==> config.mk <==
export PLATFORM = sky130hd
export DESIGN_NAME = mrc_desc_rx
export DESIGN_NICKNAME = d
export VERILOG_FILES = /design/src/rtl/mgr_desc_pkg.sv /design/src/rtl/mrc_desc_fifo.sv /design/src/rtl/mrc_desc_rx.sv
export SDC_FILE = /design/constraint.sdc
export NUM_CORES = 1
export LEC_CHECK = 0
export BUFFER_PORTS_ARGS = -buffer_cell sky130_fd_sc_hd__buf_2
export CORE_MARGIN = 2
export CORE_UTILIZATION = 55
export CTS_CLUSTER_DIAMETER = 100
export DETAILED_ROUTE_END_ITERATION = 8
export PLACE_DENSITY = 0.81
export SLEW_MARGIN = 25
export SYNTH_ARGS = -nofsm -noshare
export SYNTH_HDL_FRONTEND = slang
export SYNTH_SLANG_ARGS = --single-unit
==> constraint.sdc <==
create_clock -name clk -period 3.8 [get_ports clk]
set_input_delay 0.38 -clock clk [delete_from_list [all_inputs] [get_ports clk]]
set_output_delay 0.38 -clock clk [all_outputs]
set_load 0.01 [all_outputs]
==> src/rtl/mgr_desc_pkg.sv <==
// Shared codes, widths and decode helpers for the descriptor receiver.
// ST_DROP exists only when MRC_DESC_RX_PROTOCOL_CHECK_EN is defined.
package mgr_desc_pkg;

    localparam logic [1:0] CNTL_MOM     = 2'b00;
    localparam logic [1:0] CNTL_SOM     = 2'b01;
    localparam logic [1:0] CNTL_EOM     = 2'b10;
    localparam logic [1:0] CNTL_SOM_EOM = 2'b11;

    localparam logic [7:0] OPT_NOP        = 8'd0;
    localparam logic [7:0] OPT_TGT_ADDR   = 8'd1;
    localparam logic [7:0] OPT_NUM_LANES  = 8'd2;
    localparam logic [7:0] OPT_TXFER_TYPE = 8'd3;

    localparam int OPT_TYPE_W  = 8;
    localparam int OPT_VALUE_W = 24;
    localparam int LANES_W     = 6;
    localparam int TYPE_W      = 4;
    localparam int NUM_PAIRS   = 3;
    localparam int FIFO_DEPTH  = 2;
    localparam int MAX_LANES   = 32;

    typedef struct packed {
        logic [OPT_VALUE_W-1:0] addr;
        logic [LANES_W-1:0]     lanes;
        logic [TYPE_W-1:0]      ttype;
    } desc_t;

    localparam int DESC_W = $bits(desc_t);

    localparam desc_t DESC_DEFAULT = '{addr: '0, lanes: 6'd1, ttype: '0};

    typedef enum logic [1:0] {
        ST_IDLE,
        ST_COLLECT
`ifdef MRC_DESC_RX_PROTOCOL_CHECK_EN
        , ST_DROP
`endif
    } state_e;

    // Compare on the full value so large counts cannot alias into [5:0].
    function automatic logic [LANES_W-1:0] sat_lanes(input logic [OPT_VALUE_W-1:0] v);
        if (v == '0)
            return LANES_W'(1);
        else if (v > OPT_VALUE_W'(MAX_LANES))
            return LANES_W'(MAX_LANES);
        else
            return v[LANES_W-1:0];
    endfunction

    function automatic desc_t apply_beat(
        input desc_t                                   base,
        input logic [NUM_PAIRS-1:0][OPT_TYPE_W-1:0]    t,
        input logic [NUM_PAIRS-1:0][OPT_VALUE_W-1:0]   v
    );
        desc_t d;
        d = base;
        for (int i = 0; i < NUM_PAIRS; i++) begin
            case (t[i])
                OPT_TGT_ADDR:   d.addr  = v[i];
                OPT_NUM_LANES:  d.lanes = sat_lanes(v[i]);
                OPT_TXFER_TYPE: d.ttype = v[i][TYPE_W-1:0];
                default:        ;
            endcase
        end
        return d;
    endfunction

endpackage

==> src/rtl/mrc_desc_fifo.sv <==
// Small synchronous FIFO for decoded descriptors; head entry is shown directly.
module mrc_desc_fifo
    import mgr_desc_pkg::*;
#(
    parameter int DEPTH = FIFO_DEPTH,
    parameter int W     = DESC_W
) (
    input  logic         clk,
    input  logic         rst,
    input  logic         push_i,
    input  logic [W-1:0] data_i,
    input  logic         pop_i,
    output logic [W-1:0] data_o,
    output logic         full_o,
    output logic         empty_o,
    output logic         full_next_o
);

    localparam int PW = (DEPTH > 1) ? $clog2(DEPTH) : 1;
    localparam int CW = $clog2(DEPTH + 1);

    logic [W-1:0]  mem_q [DEPTH];
    logic [PW-1:0] wr_ptr_q;
    logic [PW-1:0] rd_ptr_q;
    logic [CW-1:0] cnt_q;
    logic [CW-1:0] cnt_d;
    logic          do_push;
    logic          do_pop;

    function automatic logic [PW-1:0] ptr_next(input logic [PW-1:0] p);
        return (p == PW'(DEPTH - 1)) ? '0 : p + 1'b1;
    endfunction

    assign do_push = push_i && (cnt_q != CW'(DEPTH));
    assign do_pop  = pop_i && (cnt_q != '0);

    always_comb begin
        cnt_d = cnt_q;
        case ({do_push, do_pop})
            2'b10:   cnt_d = cnt_q + 1'b1;
            2'b01:   cnt_d = cnt_q - 1'b1;
            default: ;
        endcase
    end

    always_ff @(posedge clk or posedge rst) begin
        if (rst) begin
            wr_ptr_q <= '0;
            rd_ptr_q <= '0;
            cnt_q    <= '0;
            for (int i = 0; i < DEPTH; i++) mem_q[i] <= '0;
        end else begin
            if (do_push) begin
                mem_q[wr_ptr_q] <= data_i;
                wr_ptr_q        <= ptr_next(wr_ptr_q);
            end
            if (do_pop) rd_ptr_q <= ptr_next(rd_ptr_q);
            cnt_q <= cnt_d;
        end
    end

    assign data_o      = mem_q[rd_ptr_q];
    assign full_o      = (cnt_q == CW'(DEPTH));
    assign empty_o     = (cnt_q == '0);
    assign full_next_o = (cnt_d == CW'(DEPTH));

endmodule

==> src/rtl/mrc_desc_rx.sv <==
// Descriptor beat receiver: assembles option pairs into descriptors and queues them.
// Define MRC_DESC_RX_PROTOCOL_CHECK_EN to enable framing error detection and DROP.
module mrc_desc_rx
    import mgr_desc_pkg::*;
(
    input  logic                                  clk,
    input  logic                                  reset_poll,
    input  logic                                  wud__mrc__valid,
    output logic                                  mrc__wud__ready,
    input  logic [1:0]                            wud__mrc__cntl,
    input  logic [NUM_PAIRS-1:0][OPT_TYPE_W-1:0]  wud__mrc__option_type,
    input  logic [NUM_PAIRS-1:0][OPT_VALUE_W-1:0] wud__mrc__option_value,
    output logic                                  mrc__rd__valid,
    input  logic                                  rd__mrc__ready,
    output logic [OPT_VALUE_W-1:0]                mrc__rd__addr,
    output logic [LANES_W-1:0]                    mrc__rd__num_lanes,
    output logic [TYPE_W-1:0]                     mrc__rd__txfer_type,
    output logic                                  mrc__rd__err
);

    state_e state_q;
    desc_t  acc_q;
    logic   ready_q;
    desc_t  beat_fresh;
    desc_t  beat_cont;
    desc_t  push_data;
    desc_t  fifo_dout;
    logic   push;
    logic   pop;
    logic   accept;
    logic   fifo_full;
    logic   fifo_empty;
    logic   fifo_full_next;

    assign accept     = wud__mrc__valid && ready_q;
    assign beat_fresh = apply_beat(DESC_DEFAULT, wud__mrc__option_type, wud__mrc__option_value);
    assign beat_cont  = apply_beat(acc_q, wud__mrc__option_type, wud__mrc__option_value);
    assign pop        = mrc__rd__valid && rd__mrc__ready;

    // The descriptor must enter the FIFO on the same edge that accepts its last beat.
    always_comb begin
        push      = 1'b0;
        push_data = beat_fresh;
        if (accept && !fifo_full) begin
            case (state_q)
                ST_IDLE:    push = (wud__mrc__cntl == CNTL_SOM_EOM);
                ST_COLLECT: begin
                    if (wud__mrc__cntl == CNTL_EOM) begin
                        push      = 1'b1;
                        push_data = beat_cont;
                    end else if (wud__mrc__cntl == CNTL_SOM_EOM) begin
                        push = 1'b1;
                    end
                end
                default:    ;
            endcase
        end
    end

`ifdef MRC_DESC_RX_PROTOCOL_CHECK_EN
    logic err_q;
`endif

    always_ff @(posedge clk or posedge reset_poll) begin
        if (reset_poll) begin
            state_q <= ST_IDLE;
            acc_q   <= DESC_DEFAULT;
            ready_q <= 1'b0;
`ifdef MRC_DESC_RX_PROTOCOL_CHECK_EN
            err_q   <= 1'b0;
`endif
        end else begin
            ready_q <= !fifo_full_next;
            if (accept) begin
                case (state_q)
                    ST_IDLE: begin
                        case (wud__mrc__cntl)
                            CNTL_SOM: begin
                                acc_q   <= beat_fresh;
                                state_q <= ST_COLLECT;
                            end
                            CNTL_SOM_EOM: acc_q <= beat_fresh;
`ifdef MRC_DESC_RX_PROTOCOL_CHECK_EN
                            CNTL_MOM: begin
                                err_q   <= 1'b1;
                                state_q <= ST_DROP;
                            end
                            // A stray EOM already closes its message; nothing left to drop.
                            CNTL_EOM: err_q <= 1'b1;
`endif
                            default: ;
                        endcase
                    end
                    ST_COLLECT: begin
                        case (wud__mrc__cntl)
                            CNTL_MOM: acc_q <= beat_cont;
                            CNTL_EOM: state_q <= ST_IDLE;
                            CNTL_SOM: begin
                                acc_q <= beat_fresh;
`ifdef MRC_DESC_RX_PROTOCOL_CHECK_EN
                                err_q <= 1'b1;
`endif
                            end
                            default: begin
                                acc_q   <= beat_fresh;
                                state_q <= ST_IDLE;
`ifdef MRC_DESC_RX_PROTOCOL_CHECK_EN
                                err_q   <= 1'b1;
`endif
                            end
                        endcase
                    end
`ifdef MRC_DESC_RX_PROTOCOL_CHECK_EN
                    ST_DROP: if (wud__mrc__cntl == CNTL_EOM) state_q <= ST_IDLE;
`endif
                    default: state_q <= ST_IDLE;
                endcase
            end
        end
    end

`ifdef MRC_DESC_RX_PROTOCOL_CHECK_EN
    assign mrc__rd__err = err_q;
`else
    assign mrc__rd__err = 1'b0;
`endif

    mrc_desc_fifo #(
        .DEPTH (FIFO_DEPTH),
        .W     (DESC_W)
    ) u_fifo (
        .clk         (clk),
        .rst         (reset_poll),
        .push_i      (push),
        .data_i      (push_data),
        .pop_i       (pop),
        .data_o      (fifo_dout),
        .full_o      (fifo_full),
        .empty_o     (fifo_empty),
        .full_next_o (fifo_full_next)
    );

    assign mrc__wud__ready     = ready_q;
    assign mrc__rd__valid      = !fifo_empty;
    assign mrc__rd__addr       = fifo_dout.addr;
    assign mrc__rd__num_lanes  = fifo_dout.lanes;
    assign mrc__rd__txfer_type = fifo_dout.ttype;

endmodule

Yosys cells after proc, flatten, opt, wreduce, memory -nomap -nowiden
Cells that the tools add are included.

storage, ports and cells
  bits in registers = 109
  bits of input ports = 102
  word-level logic and storage cells = 111

operators by class
  bitwise gates (word level) = 2
  $lt $le $gt $ge = 6
  reductions and logical operators = 21
  multiplexer cells = 46
  equal/unequal tests = 22
  add/sub/neg operators = 4

operator list
  operator                                                               count
  34-bit two-way mux                                                     8
  24-bit two-way mux                                                     6
  34-bit case mux with 2 select lines                                    2
  24-bit by 6-bit > comparator with 1-bit output, second input constant  3
  24-bit logical NOT                                                     3
  6-bit two-way mux                                                      12
  68-bit bitwise mux                                                     1
  8-bit by 2-bit == test with 1-bit output, second input constant        6
  34-bit demux with 1-bit select                                         1
  8-bit by 1-bit == test with 1-bit output, second input constant        3
  4-bit two-way mux                                                      6
  2-bit == test, second input constant                                   5
  2-bit != test, second input constant                                   5
  2-bit case mux with 2 select lines                                     2
  2-bit by 1-bit == test with 1-bit output, second input constant        3
  1-bit logical AND                                                      6
  2-bit logical NOT                                                      3
  1-bit two-way mux                                                      5
  2-bit greater-or-equal comparator, second input constant               2
  2-bit two-way mux                                                      2
  1-bit NOT with 2-bit output                                            2
  4-bit AND reduction                                                    1
  2-bit nonzero test                                                     2
  2-bit OR reduction                                                     2
  7 further kinds                                                        10

Depth between registers and ports, before layout
Gate-level depths: netlist of the first run.

  depth after elaboration = 10
  gate-level depth with buffers = 9
  mapped depth without buffers = 9

Cells and area by module
A second synthesis of the first run with hierarchy kept.

unflattened totals
  cells, all modules = 590
  area total of the unflattened synthesis = 6266.0 sq um

by module, submodules not included
  module         instances  seq. area each (sq um)  area an instance (sq um)  cells each
  mrc_desc_fifo  1          1801.7                  3326.9                    206
  mrc_desc_rx    1          902.1                   2939.1                    384

Worst setup path before layout of the first run
OpenSTA, ideal clock, no wires.

  path type = input to register
  start = input wud__mrc__option_type[13] in the netlist's numbering
  end = register u_fifo.mem_q[20] in the netlist's numbering
  arrival time = 1.948 ns
  slack = 1.728 ns
  setup time = 0.125 ns
  stages on the path = 8
  cells stage by stage = nor4_4 -> and4b_1 -> buf_4 -> buf_6 -> mux2i_1 -> a2bb2oi_1 -> a21oi_1 -> mux2_2

on the way
  longest elaborated chain between the ends = 7
  elaborated cells on any way between the ends = 9
  classes of those cells = 1 x eq/ne; 8 x mux

ends and longest elaborated chain
  what                                          line                 source
  from (decl)                                   mrc_desc_rx.sv:11    input logic [NUM_PAIRS-1:0][OPT_TYPE_W-1:0] wud__mrc__option_type,
  8-bit by 1-bit == test with 1-bit output (*)  mgr_desc_pkg.sv:59   case (t[i])
  24-bit two-way mux (2 in a row)               mgr_desc_pkg.sv:59
  34-bit two-way mux                            mrc_desc_rx.sv:48    if (wud__mrc__cntl == CNTL_EOM) begin
  34-bit two-way mux                            mrc_desc_rx.sv:45    case (state_q)
  34-bit two-way mux (*)                        mrc_desc_rx.sv:44    if (accept && !fifo_full) begin
  68-bit bitwise mux (*)                        mrc_desc_fifo.sv:54  mem_q[wr_ptr_q] <= data_i;
  to (signal, indexed assignment)               mrc_desc_fifo.sv:54
  to (decl)                                     mrc_desc_fifo.sv:22  logic [W-1:0] mem_q [DEPTH];

Every way passes the cells marked *; elsewhere a longest branch is shown, timed or not.
A chain may end at the register's enable or synchronous reset.

Final worst setup path of the first run
  start = register u_fifo.rd_ptr_q
  end = output mrc__rd__addr[23]

on the way
  longest elaborated chain between the ends = 4

ends and longest elaborated chain
  what                                                   line                 source
  from (decl)                                            mrc_desc_fifo.sv:24  logic [PW-1:0] rd_ptr_q;
  from (signal assigned)                                 mrc_desc_fifo.sv:57  if (do_pop) rd_ptr_q <= ptr_next(rd_ptr_q);
  1-bit NOT with 2-bit output (not written as such)      mrc_desc_fifo.sv:62  assign data_o = mem_q[rd_ptr_q];
  34-bit two-way mux (not written as such) (3 in a row)  mrc_desc_fifo.sv:62
  to (decl)                                              mrc_desc_rx.sv:15    output logic [OPT_VALUE_W-1:0] mrc__rd__addr,

No other way between the ends. The select of a mux whose other input is x is not followed.

==> flow_summary_export.csv, run 1 <==
group,metric,value,unit
placed_design,pre_cts_ws,1060,ps
floorplan,io_pins,139,
detailed_routing,ant_nets,0,
worst_setup_path,r2r-start,"mrc__wud__ready$_DFF_PP0_",
placed_design,gp_congestion,0.920,
status,outcome,"finished, final reports clean",
worst_setup_path,r2r-end,"u_fifo.mem_q[1]$_DFFE_PP0P_",
hold_path,holdCritPathClass,"input port to asynchronous set/reset pin",
final_layout,fin_area,0.00726,mm2
worst_setup_path,path_max_fanout,23,
global_routing,globalRoute.totalOverflow,0,
detailed_routing,dr.pass1.iters,5,
final_layout,n_antenna_cell,0,
worst_setup_path,r2r_cells,8,
logic_synthesis,syn_area_per_cell,10.4,um2
sta,rsz0062_at_grt,"false",
floorplan,die_y,110,um
final_layout,seq_area,0.00270,mm2
clock_network,cts_max_path_buffers,2,
logic_synthesis,synth_edf_count,0,
sta,whs,84.0,ps
detailed_routing,drt_wl_total,17400,um
logic_synthesis,synth_nets,699,
logic_synthesis,synthFlopType,"dfrtp_1",
sta,hold_viol,0,
floorplan,placement_rows,38,
power_and_ir_drop,p_leak,3.44,nW
sta,finalClockSkew,6.18,ps
job,maxCapViolCount,0,
floorplan,die_x,110,um
power_and_ir_drop,power.density,450,mW/mm2
logic_synthesis,yosys_register_bits,108,
clock_network,postCtsHoldBufs,0,
logic_synthesis,seq_area_frac_synth,43.5,%
clock_network,tritoncts.num_buffers,9,
global_routing,grt_pass1_vias,5231,
worst_setup_path,worstPathArrival,2130,ps
clock_network,ctsResizeCount,0,
clock_network,clk_pin_slew,70,ps
worst_setup_path,worst_setup_path_end_kind,"primary output",
placed_design,dpl.hpwl,12700,um
power_and_ir_drop,ir_drop,0.000310,V
logic_synthesis,syn_inst,596,
final_layout,layout.nets,824,
logic_synthesis,synth.distinct_cells,54,
global_routing,grt_max_degree,50,
sta,min_period,2510,ps
sta,setup_viol,0,
floorplan,core-area,0.0109,mm2
clock_network,cts.htree.levels,3,
final_layout,multi_input_area,0.00329,mm2
clock_network,cts.root.buffer_cell,"clkbuf_16",
clock_network,clk_latency,340,ps
final_layout,drive_gt1_share,36.5,%
logic_synthesis,synth_warnings,0,
worst_setup_path,rrSetupSlack,1350,ps
clock_network,clock-sinks,108,
sta,fmax,0.399,GHz
clock_network,post_cts_buffers,0,
placed_design,placed_area,0.00699,mm2
sta,worst_pin_slew,1050,ps
floorplan,fp.dieArea,0.0122,mm2
clock_network,cts_tree,"yes",
final_layout,utilization,66.4,%
detailed_routing,wire_per_inst,20.1,um
final_layout,final_cell_mix,"137 x buf_2, 107 x dfrtp_1, 83 x mux2_2, 76 x nor2_1, 29 x a21oi_1",
worst_setup_path,required,3420,ps
final_layout,areaGrowthSynthToFinish,16.9,%
floorplan,initial_core_util,56.8,%
sta,slew_headroom,29.5,%
sta,fin_ws,1290,ps
placed_design,portBuffers,137,
worst_setup_path,setup.worst_path.start_class,"flop",
logic_synthesis,syn_area,0.00621,mm2
detailed_routing,vias_per_cell,6.32,
detailed_routing,vias,5475,
global_routing,grt_usage,29.2,%
final_layout,final_common_cell,"buf_2",
logic_synthesis,synthArstFlopShare,100,%
sta,timing.final.crit_share,66.0,%
detailed_routing,drt_iter0_markers,432,
worst_setup_path,setup.worst_path.class,"flop to primary output",
final_layout,fillers,875,
sta,finalMaxSlewViolations,0,
detailed_routing,drc_errors,0,
global_routing,grt_pass1_wl,26900,um
sta,finalSetupTns,0,ps
global_routing,grt_antenna_before_repair,0,
-- how the worst max path moves through the flow --
stage	startpoint	endpoint	cells after the start
3_5_place_dp	wud__mrc__option_type[13]	acc_q[27]$_DFFE_PP0P_	8
4_1_cts	u_fifo.rd_ptr_q$_DFFE_PP0P_	mrc__rd__addr[23]	3
6_report	u_fifo.rd_ptr_q$_DFFE_PP0P_	mrc__rd__addr[23]	3
3_3_place_gp	wud__mrc__option_type[13]	acc_q[23]$_DFFE_PP0P_	8
5_1_grt	mrc__wud__ready$_DFF_PP0_	u_fifo.mem_q[35]$_DFFE_PP0P_	8
2_1_floorplan	reset_poll	acc_q[0]$_DFFE_PP0P_	1
-- power breakdown --
part           switching, W  leakage, nW  internal (W)  total, W
combinational      0.000497         1.86      0.000439  0.000935
sequential         0.000130         1.45       0.00132   0.00145
clock              0.000435        0.133      0.000446  0.000881
-- worst max-delay path: stages (launching register included) --
cell	delay, ps
dfrtp_1	790
buf_4	440
mux2_2	410
buf_2	150
-- area by class of cell --
type                    instances  area share, %
flip-flops and latches        108           37.2
clock buffers                  10           3.15
clock inverters                 6          0.551
repair buffers                150           10.8
inverters                      11          0.603
multi-input cells             441           45.3
well taps                     140           2.41
-- kinds of logic after synthesis --
group / count (synthesis) / share of synthesized area [%]
compound gates: 138 / 16.4
xor+xnor: 7 / 0.987
fa+ha+maj: 1 / 0.201
buf+inv: 47 / 3.79
flops: 108 / 43.5
mux: 107 / 18.9
other cells: 1 / 0.0604
simple gates: 187 / 16.1
-- per-stage QoR --
stage	cells	power [W]
3_5_place_dp	850	0.00241
5_1_grt	866	0.00344
3_3_place_gp	850	0.00236
6_report	866	0.00327
2_1_floorplan	596	0.00206
4_1_cts	866	0.00327
-- cell usage after synthesis (5+ instances only) --
cell type / count / area share (%)
nand4_1: 7 / 0.70
nand2_1: 22 / 1.3
a221o_1: 26 / 4.2
nand3_1: 6 / 0.48
clkbuf_1: 17 / 1.0
nor2_1: 77 / 4.7
xnor2_1: 5 / 0.70
mux2i_1: 24 / 3.9
a2bb2oi_1: 23 / 3.2
buf_2: 11 / 0.89
o21ai_0: 14 / 1.1
a21oi_1: 29 / 2.3
nor2b_1: 26 / 2.6
dfrtp_1: 107 / 43
a31oi_1: 17 / 1.7
mux2_2: 83 / 15
and3_1: 6 / 0.60
nor4_1: 15 / 1.5
inv_1: 11 / 0.66
-- metal layers --
metal  wire length, um  up-vias  GRT usage, %
met3              1360       45          3.59
met1              7190     2664          39.7
met2              8330      280          47.5
li1                  -     2486             -
met4               566        0          12.1
met5                 0        -             0
-- flip-flops by register name, indices dropped and copies added, names as in the netlist --
register and count:
acc_q 34, u_fifo.wr_ptr_q 1, u_fifo.rd_ptr_q 1, u_fifo.cnt_q 2, mrc__wud__ready 1, u_fifo.mem_q 68, state_q 1
Power figures use the tool's default switching activity.
==> run 2, diff against run 1 <==
--- a/config.mk
+++ b/config.mk
@@ -5,9 +5,10 @@
 export SDC_FILE = /design/constraint.sdc
 export NUM_CORES = 1
 export LEC_CHECK = 0
+export ABC_AREA = 1
 export BUFFER_PORTS_ARGS = -buffer_cell sky130_fd_sc_hd__buf_2
 export CORE_MARGIN = 2
-export CORE_UTILIZATION = 55
+export CORE_UTILIZATION = 56
 export CTS_CLUSTER_DIAMETER = 100
 export DETAILED_ROUTE_END_ITERATION = 8
 export PLACE_DENSITY = 0.81
==> constraint.sdc (replaced) <==
create_clock -name clk -period 2.5 [get_ports clk]
set_input_delay 0.25 -clock clk [delete_from_list [all_inputs] [get_ports clk]]
set_output_delay 0.25 -clock clk [all_outputs]
set_load 0.01 [all_outputs]
==> run 2 against run 1 <==
  * The flow now finishes with violations (negative hold slack)
  * Synthesized cell count is 69% higher
  * Clock skew is 2.2 ps higher
  * Combinational power grew to 2.5 times the previous value
  * Largest power group unchanged
  * Highest routed layer unchanged
==> flow_summary_export.csv, run 2 <==
group,metric,value,unit
worst_setup_path,r2r-end,"acc_q[31]$_DFFE_PP0P_",
clock_network,clk_pin_slew,80,ps
global_routing,grt_antenna_before_repair,0,
worst_setup_path,r2r-start,"state_q[0]$_DFFE_PP0P_",
power_and_ir_drop,ir_drop,0.000397,V
hold_path,holdCritPathClass,"input port to asynchronous set/reset pin",
clock_network,cts.root.buffer_cell,"clkbuf_16",
floorplan,die_x,117,um
sta,finalSetupTns,0,ps
logic_synthesis,synth_compound_area_share,18.8,%
logic_synthesis,yosysTopAreaCell,"dfrtp_1",
logic_synthesis,synth_nets,1112,
final_layout,top_regs,"u_fifo.mem_q: 68 flops, acc_q: 34 flops, u_fifo.cnt_q: 2 flops",
power_and_ir_drop,clkPwrFrac,23.4,%
logic_synthesis,synth_top_family_by_area,"simple AND/OR/NAND/NOR gates",
final_layout,utilization,65.8,%
sta,rsz0062_at_grt,"false",
detailed_routing,drc_errors,0,
job,maxCapViolCount,0,
sta,finalMaxSlewViolations,0,
detailed_routing,vias_per_cell,5.47,
worst_setup_path,r2r_cells,7,
logic_synthesis,syn_area,0.00709,mm2
detailed_routing,ant_nets,0,
final_layout,layout.nets,1228,
logic_synthesis,syn_inst,1009,
detailed_routing,drt_iter0_markers,943,
placed_design,dpl.hpwl,13900,um
logic_synthesis,synth_commonest_cells,"310 x nand2_1, 127 x nor2_1, 124 x inv_1",
detailed_routing,drt_wl_total,19500,um
status,outcome,"finished, violations left",
power_and_ir_drop,power.density,781,mW/mm2
final_layout,final_cells,1302,
sta,fmax,0.525,GHz
power_and_ir_drop,internal_power,0.00404,W
global_routing,grt_usage,29.6,%
final_layout,drive_gt1_share,22.5,%
clock_network,clock-sinks,108,
sta,whs,-14.6,ps
placed_design,portBuffers,137,
global_routing,grt_pass1_vias,6258,
floorplan,fp.dieArea,0.0136,mm2
worst_setup_path,required,2720,ps
sta,worst_pin_slew,725,ps
global_routing,grt_max_degree,64,
global_routing,globalRoute.totalOverflow,0,
sta,finalClockSkew,8.40,ps
worst_setup_path,worst_setup_path_end_kind,"flop",
floorplan,core-area,0.0125,mm2
floorplan,placement_rows,41,
clock_network,tritoncts.num_buffers,9,
clock_network,postCtsHoldBufs,0,
placed_design,dp_cells,1286,
clock_network,cts_max_path_buffers,2,
logic_synthesis,syn_area_per_cell,7.03,um2
floorplan,initial_core_util,56.7,%
logic_synthesis,synth_top_area_share,37.7,%
detailed_routing,dr.pass1.iters,5,
logic_synthesis,synthSimpleGateAreaFrac,31.4,%
placed_design,gp_congestion,0.944,
logic_synthesis,yosys_register_bits,108,
floorplan,io_pins,139,
floorplan,die_y,117,um
final_layout,final_common_cell,"nand2_1",
worst_setup_path,worstPathArrival,2130,ps
clock_network,post_cts_buffers,0,
detailed_routing,wire_per_inst,15.0,um
detailed_routing,vias,7117,
power_and_ir_drop,p_sw,0.00239,W
final_layout,largest-register,"u_fifo.mem_q",
clock_network,cts_tree,"yes",
sta,slew_headroom,51.6,%
logic_synthesis,synth.distinct_cells,47,
logic_synthesis,synth_edf_count,0,
logic_synthesis,synth_warnings,0,
power_and_ir_drop,swShare,37.2,%
logic_synthesis,synthFlopType,"dfrtp_1",
status,failed_checks,"negative hold slack",
clock_network,cts.htree.levels,3,
sta,setup_viol,0,
sta,min_period,1900,ps
worst_setup_path,setup.worst_path.class,"flop to flop",
worst_setup_path,rrSetupSlack,600,ps
power_and_ir_drop,pwr-share-comb,36.4,%
final_layout,final_cell_mix,"310 x nand2_1, 137 x buf_2, 127 x nor2_1, 123 x inv_1, 107 x dfrtp_1",
final_layout,n_antenna_cell,0,
logic_synthesis,yosys-mux-area-fraction,0.953,%
sta,timing.final.crit_share,76.2,%
logic_synthesis,synthArstFlopShare,100,%
worst_setup_path,setup.worst_path.start_class,"flop",
worst_setup_path,path_max_fanout,24,
logic_synthesis,synth.most_common_cell,"nand2_1",
logic_synthesis,netlist_top_cells_area,"dfrtp_1 38%, nand2_1 16%, nor2_1 6.7%",
logic_synthesis,seq_area_frac_synth,38.1,%
final_layout,largest_reg_flops,68,
global_routing,grt_pass1_wl,31500,um
logic_synthesis,synth_xor_area_share,0.247,%
clock_network,clk_latency,360,ps
sta,hold_viol,9,
power_and_ir_drop,sequentialPowerShare,40.2,%
power_and_ir_drop,p_leak,4.44,nW
clock_network,ctsResizeCount,0,
logic_synthesis,synth_fa_ha_area_share,0.176,%
final_layout,areaGrowthSynthToFinish,16.1,%
==> run 2: cell types whose count changed after synthesis, sizes merged, moves of 49 or more <==
cell,change
nand2,+290
inv,+123
o21ai,+95
mux2,-77
nor2,+56
nand3,+49
==> run 2: area by class of cell <==
class / instances / area, um2
clock buffers: 9 / 225
clock inverters: 7 / 82.6
fillers: 1139 / 4280
inverters: 134 / 509
multi-input cells: 723 / 3670
flip-flops and latches: 108 / 2700
well taps: 172 / 215
repair buffers: 149 / 826
==> run 2: how the worst max path moves through the flow <==
stage / start / end / slack [ps] / depth (start not counted)
floorplan: mrc__wud__ready$_DFF_PP0_ / mrc__wud__ready$_DFF_PP0_ / 760 / 10
global placement: wud__mrc__option_type[11] / u_fifo.mem_q[63]$_DFFE_PP0P_ / 470 / 11
detailed placement: wud__mrc__option_type[11] / u_fifo.mem_q[30]$_DFFE_PP0P_ / 410 / 11
CTS: mrc__wud__ready$_DFF_PP0_ / mrc__wud__ready$_DFF_PP0_ / 610 / 10
global route: mrc__wud__ready$_DFF_PP0_ / mrc__wud__ready$_DFF_PP0_ / 370 / 10
finish: state_q[0]$_DFFE_PP0P_ / acc_q[31]$_DFFE_PP0P_ / 600 / 7
==> run 2: metrics by stage <==
step                hold slack (ps)  worst slack (ps)  instance area, um2  total power, W
finish                        -14.6               596                8240         0.00643
CTS                            14.6               609                8240         0.00643
floorplan                       428               762                7100         0.00424
detailed placement              391               406                7930         0.00494
global route                   36.0               369                8240         0.00688
global placement                386               465                7930         0.00485
==> run 2: routing by layer <==
metal | track usage (%) | wire (um)
met3 | 5.14 | 1680
met5 | 0 | 0
met4 | 6.75 | 365
met2 | 44.1 | 8470
met1 | 45.3 | 8960
==> run 2: critical path, cell delays in order, from the launching register on <==
cell	delay [ps]
dfrtp_1	370
inv_2	60
nor2_1	130
inv_1	110
nor2_2	250
inv_1	400
o21ai_0	330
a41oi_2	130
==> run 2: kinds of logic (layout without fill, tap and decap cells) <==
logic type | Yosys count | in the layout
buffers and inverters | 178 | 299
AND/OR/NAND/NOR | 531 | 531
other | 1 | 1
flip-flops | 108 | 108
AO/OA/AOI/OAI | 182 | 182
multiplexers | 6 | 6
XOR/XNOR | 2 | 2
adder cells (fa/ha/maj) | 1 | 1
==> run 2: power by group through the flow <==
stage          logic [W]  registers [W]  clock network [W]
2_1_floorplan    0.00169        0.00255                  0
3_3_place_gp     0.00226        0.00259                  0
3_5_place_dp     0.00233        0.00262                  0
4_1_cts          0.00235        0.00258            0.00150
5_1_grt          0.00265        0.00266            0.00157
6_report         0.00234        0.00258            0.00150
==> run 3, diff against run 2 <==
--- a/config.mk
+++ b/config.mk
@@ -8,10 +8,10 @@
 export ABC_AREA = 1
 export BUFFER_PORTS_ARGS = -buffer_cell sky130_fd_sc_hd__buf_2
 export CORE_MARGIN = 2
-export CORE_UTILIZATION = 56
+export CORE_UTILIZATION = 51
 export CTS_CLUSTER_DIAMETER = 100
 export DETAILED_ROUTE_END_ITERATION = 8
-export PLACE_DENSITY = 0.81
+export PLACE_DENSITY = 0.78
 export SLEW_MARGIN = 25
 export SYNTH_ARGS = -nofsm -noshare
 export SYNTH_HDL_FRONTEND = slang
==> constraint.sdc (replaced) <==
create_clock -name clk -period 1.5 [get_ports clk]
set_input_delay 0.15 -clock clk [delete_from_list [all_inputs] [get_ports clk]]
set_output_delay 0.15 -clock clk [all_outputs]
set_load 0.01 [all_outputs]
==> run 3 against run 2 <==
  * The run ends with design-rule violations, negative setup slack left
  * Maximum frequency decreased by 2.4%
  * Register-to-register slack worse by 1000 ps
  * Non-clock buffer count increased by 164
  * First-iteration DRC count grew 82%
  * Total power grew 120%
  * Combinational power grew to 3.0 times the previous value
  * Critical endpoint is now u_fifo.mem_q[28]$_DFFE_PP0P_
  * Utilization rose by 14 points
==> flow_summary_export.csv, run 3 (synthesis results as in run 2) <==
group,metric,value,unit
worst_setup_path,r2r-start,"state_q[0]$_DFFE_PP0P_",
worst_setup_path,path_max_fanout,14,
global_routing,grt_use_met2,53.5,%
final_layout,top_regs,"u_fifo.mem_q: 68 flops, acc_q: 34 flops, u_fifo.cnt_q: 2 flops",
worst_setup_path,rrSetupSlack,-450,ps
hold_path,min_path_cells,4,
worst_setup_path,worstSetupStartpoint,"state_q[0]$_DFFE_PP0P_",
final_layout,areaGrowthSynthToFinish,53.7,%
global_routing,top_usage_layer,"met2",
clock_network,clk_pin_slew,80,ps
sta,worst_pin_slew,513,ps
sta,rsz0062_at_grt,"true",
hold_path,worst_hold_path.endpoint,"u_fifo.rd_ptr_q$_DFFE_PP0P_",
detailed_routing,drt_iter0_markers,1716,
worst_setup_path,cp_top_family,"simple AND/OR/NAND/NOR gates",
worst_setup_path,required,1790,ps
detailed_routing,drc_errors,1,
worst_setup_path,critical_path.n_buffers_inverters,3,
final_layout,final_common_cell,"nand2_1",
detailed_routing,ant_nets,0,
worst_setup_path,r2r_cells,7,
sta,setup_viol,140,
status,outcome,"finished, violations left",
power_and_ir_drop,sequentialPowerShare,32.1,%
final_layout,drive_gt1_share,41.9,%
floorplan,io_pins,139,
sta,fmax,0.513,GHz
global_routing,grt_pass1_vias,7810,
clock_network,cts_max_path_buffers,2,
detailed_routing,wire_per_inst,21.2,um
final_layout,largest_reg_flops,68,
sta,hold_viol,0,
detailed_routing,dr.pass1.iters,9,
worst_setup_path,path_common_cell,"nand2_1",
power_and_ir_drop,p_sw,0.00584,W
placed_design,portBuffers,137,
worst_setup_path,worst_setup_path_end_kind,"flop",
power_and_ir_drop,finalPower,0.0144,W
hold_path,holdCritPathClass,"input port to flop",
global_routing,grtUsageMet3,5.52,%
global_routing,grt_antenna_before_repair,0,
floorplan,initial_core_util,51.7,%
power_and_ir_drop,internal_power,0.00855,W
clock_network,clk_latency,370,ps
placed_design,placed_area,0.00896,mm2
worst_setup_path,critical_path.max_stage_delay,480,ps
final_layout,layout.nets,1394,
floorplan,core-area,0.0137,mm2
global_routing,globalRoute.totalOverflow,0,
placed_design,dpl.hpwl,15300,um
power_and_ir_drop,ir_drop,0.000848,V
floorplan,fp.dieArea,0.0149,mm2
power_and_ir_drop,p_leak,5.67,nW
sta,min_period,1950,ps
clock_network,cts.htree.levels,3,
final_layout,n_antenna_cell,0,
final_layout,largest-register,"u_fifo.mem_q",
job,maxCapViolCount,0,
detailed_routing,vias_per_cell,6.14,
placed_design,pre_cts_ws,-384,ps
detailed_routing,drt_wl_total,31200,um
sta,fin_ws,-451,ps
sta,finalMaxSlewViolations,0,
global_routing,grt_usage,33.2,%
power_and_ir_drop,clkPwrFrac,18.4,%
power_and_ir_drop,power.density,1320,mW/mm2
global_routing,grt_max_degree,48,
hold_path,timing.hold.worst.start,"rd__mrc__ready",
worst_setup_path,worstPathArrival,2240,ps
sta,finalClockSkew,14.6,ps
power_and_ir_drop,pwr-share-comb,49.5,%
clock_network,clock-sinks,108,
clock_network,cts_tree,"yes",
worst_setup_path,r2r-end,"u_fifo.mem_q[28]$_DFFE_PP0P_",
clock_network,tritoncts.num_buffers,9,
worst_setup_path,crit_slowest_cell,"nor4_4",
status,failed_checks,"design-rule violations, negative setup slack",
worst_setup_path,setup.worst_path.class,"flop to flop",
clock_network,cts.root.buffer_cell,"clkbuf_16",
floorplan,placement_rows,43,
final_layout,final_cell_mix,"223 x nand2_1, 127 x buf_2, 125 x nor2_1, 120 x inv_1, 118 x buf_4",
floorplan,die_x,122,um
final_layout,fin_area,0.0109,mm2
global_routing,use_met1,43.5,%
sta,slew_headroom,65.7,%
detailed_routing,vias,9062,
global_routing,grt_pass1_wl,38600,um
sta,timing.final.crit_share,130,%
floorplan,die_y,122,um
power_and_ir_drop,swShare,40.6,%
worst_setup_path,setup.worst_path.start_class,"flop",
worst_setup_path,cp_cell_sequence,"inv_2 -> nor4_4 -> buf_4 -> inv_8 -> o211ai_4 -> nand2_1 -> nand2_1",
placed_design,gp_congestion,0.938,
run 3: cell types whose count changed in the layout (fill, tap and decap cells not counted), moves of 10 or more:
| cell | change |
|---|---|
| o211ai_4 | +15 |
| buf_2 | -10 |
| nand2_2 | +53 |
| buf_4 | +110 |
| nand2_4 | +34 |
| nand2_1 | -87 |
| o211ai_2 | -15 |
| o21ai_0 | -47 |
| o21ai_2 | +22 |
| o21ai_1 | +21 |
| buf_12 | +17 |
| buf_6 | +30 |
run 3: worst reg2reg max path: stages (launching register included):
cell and delay [ps]:
dfrtp_1 420, inv_2 100, nor4_4 480, buf_4 240
inv_8 100, o211ai_4 230, nand2_1 180, nand2_1 120
run 3: layer usage:
layer	up-vias	part of all wire, %
li1	3830	-
met5	-	0
met3	303	13
met4	0	8.1
met1	4052	34
met2	877	45
run 3: how the worst max path moves through the flow:
stage                                   end  depth (start not counted)
2_1_floorplan  u_fifo.mem_q[50]$_DFFE_PP0P_                          9
3_3_place_gp   u_fifo.mem_q[64]$_DFFE_PP0P_                         10
3_5_place_dp   u_fifo.mem_q[64]$_DFFE_PP0P_                         10
4_1_cts           mrc__wud__ready$_DFF_PP0_                         10
5_1_grt        u_fifo.mem_q[28]$_DFFE_PP0P_                          9
6_report       u_fifo.mem_q[28]$_DFFE_PP0P_                          7
run 3: layout make-up:
| type | count | area, um2 |
|---|---|---|
| clock buffer | 11 | 243 |
| clock inverter | 4 | 73.8 |
| fill | 804 | 2810 |
| inverter | 134 | 541 |
| multi-input combinational | 723 | 4420 |
| sequential | 108 | 2710 |
| tap | 180 | 225 |
| timing repair buffer | 313 | 2670 |
| timing repair inverter | 2 | 22.5 |
run 3: what timing repair did:
action / in CTS / in global routing
gates cloned: 13 / 10
hold buffers: 1 / 0
pin swaps: 11 / 64
setup endpoints to repair: 102 / 140
resized for setup: 99 / 192
setup buffers: 18 / 12
hold endpoints to repair: 16 / 0
run 3: power groups by stage:
stage          Combinational, W  Clock, W  Sequential (W)
2_1_floorplan           0.00286         0         0.00425
3_3_place_gp            0.00418         0         0.00431
3_5_place_dp            0.00433         0         0.00436
5_1_grt                 0.00744   0.00276         0.00466
6_report                0.00712   0.00265         0.00462
4_1_cts                 0.00549   0.00256         0.00435
run 3: metrics by stage:
stage                     setup TNS (ps)  instances  hold slack (ps)  utilization (%)
after detailed placement          -21960       1414              202             65.3
after global placement            -17280       1414              202             65.3
final                             -34350       1475              157             79.5
after CTS                         -11520       1460              144             73.3
after global routing              -37840       1475              186             79.5
after floorplan                    -6630       1009              327                -
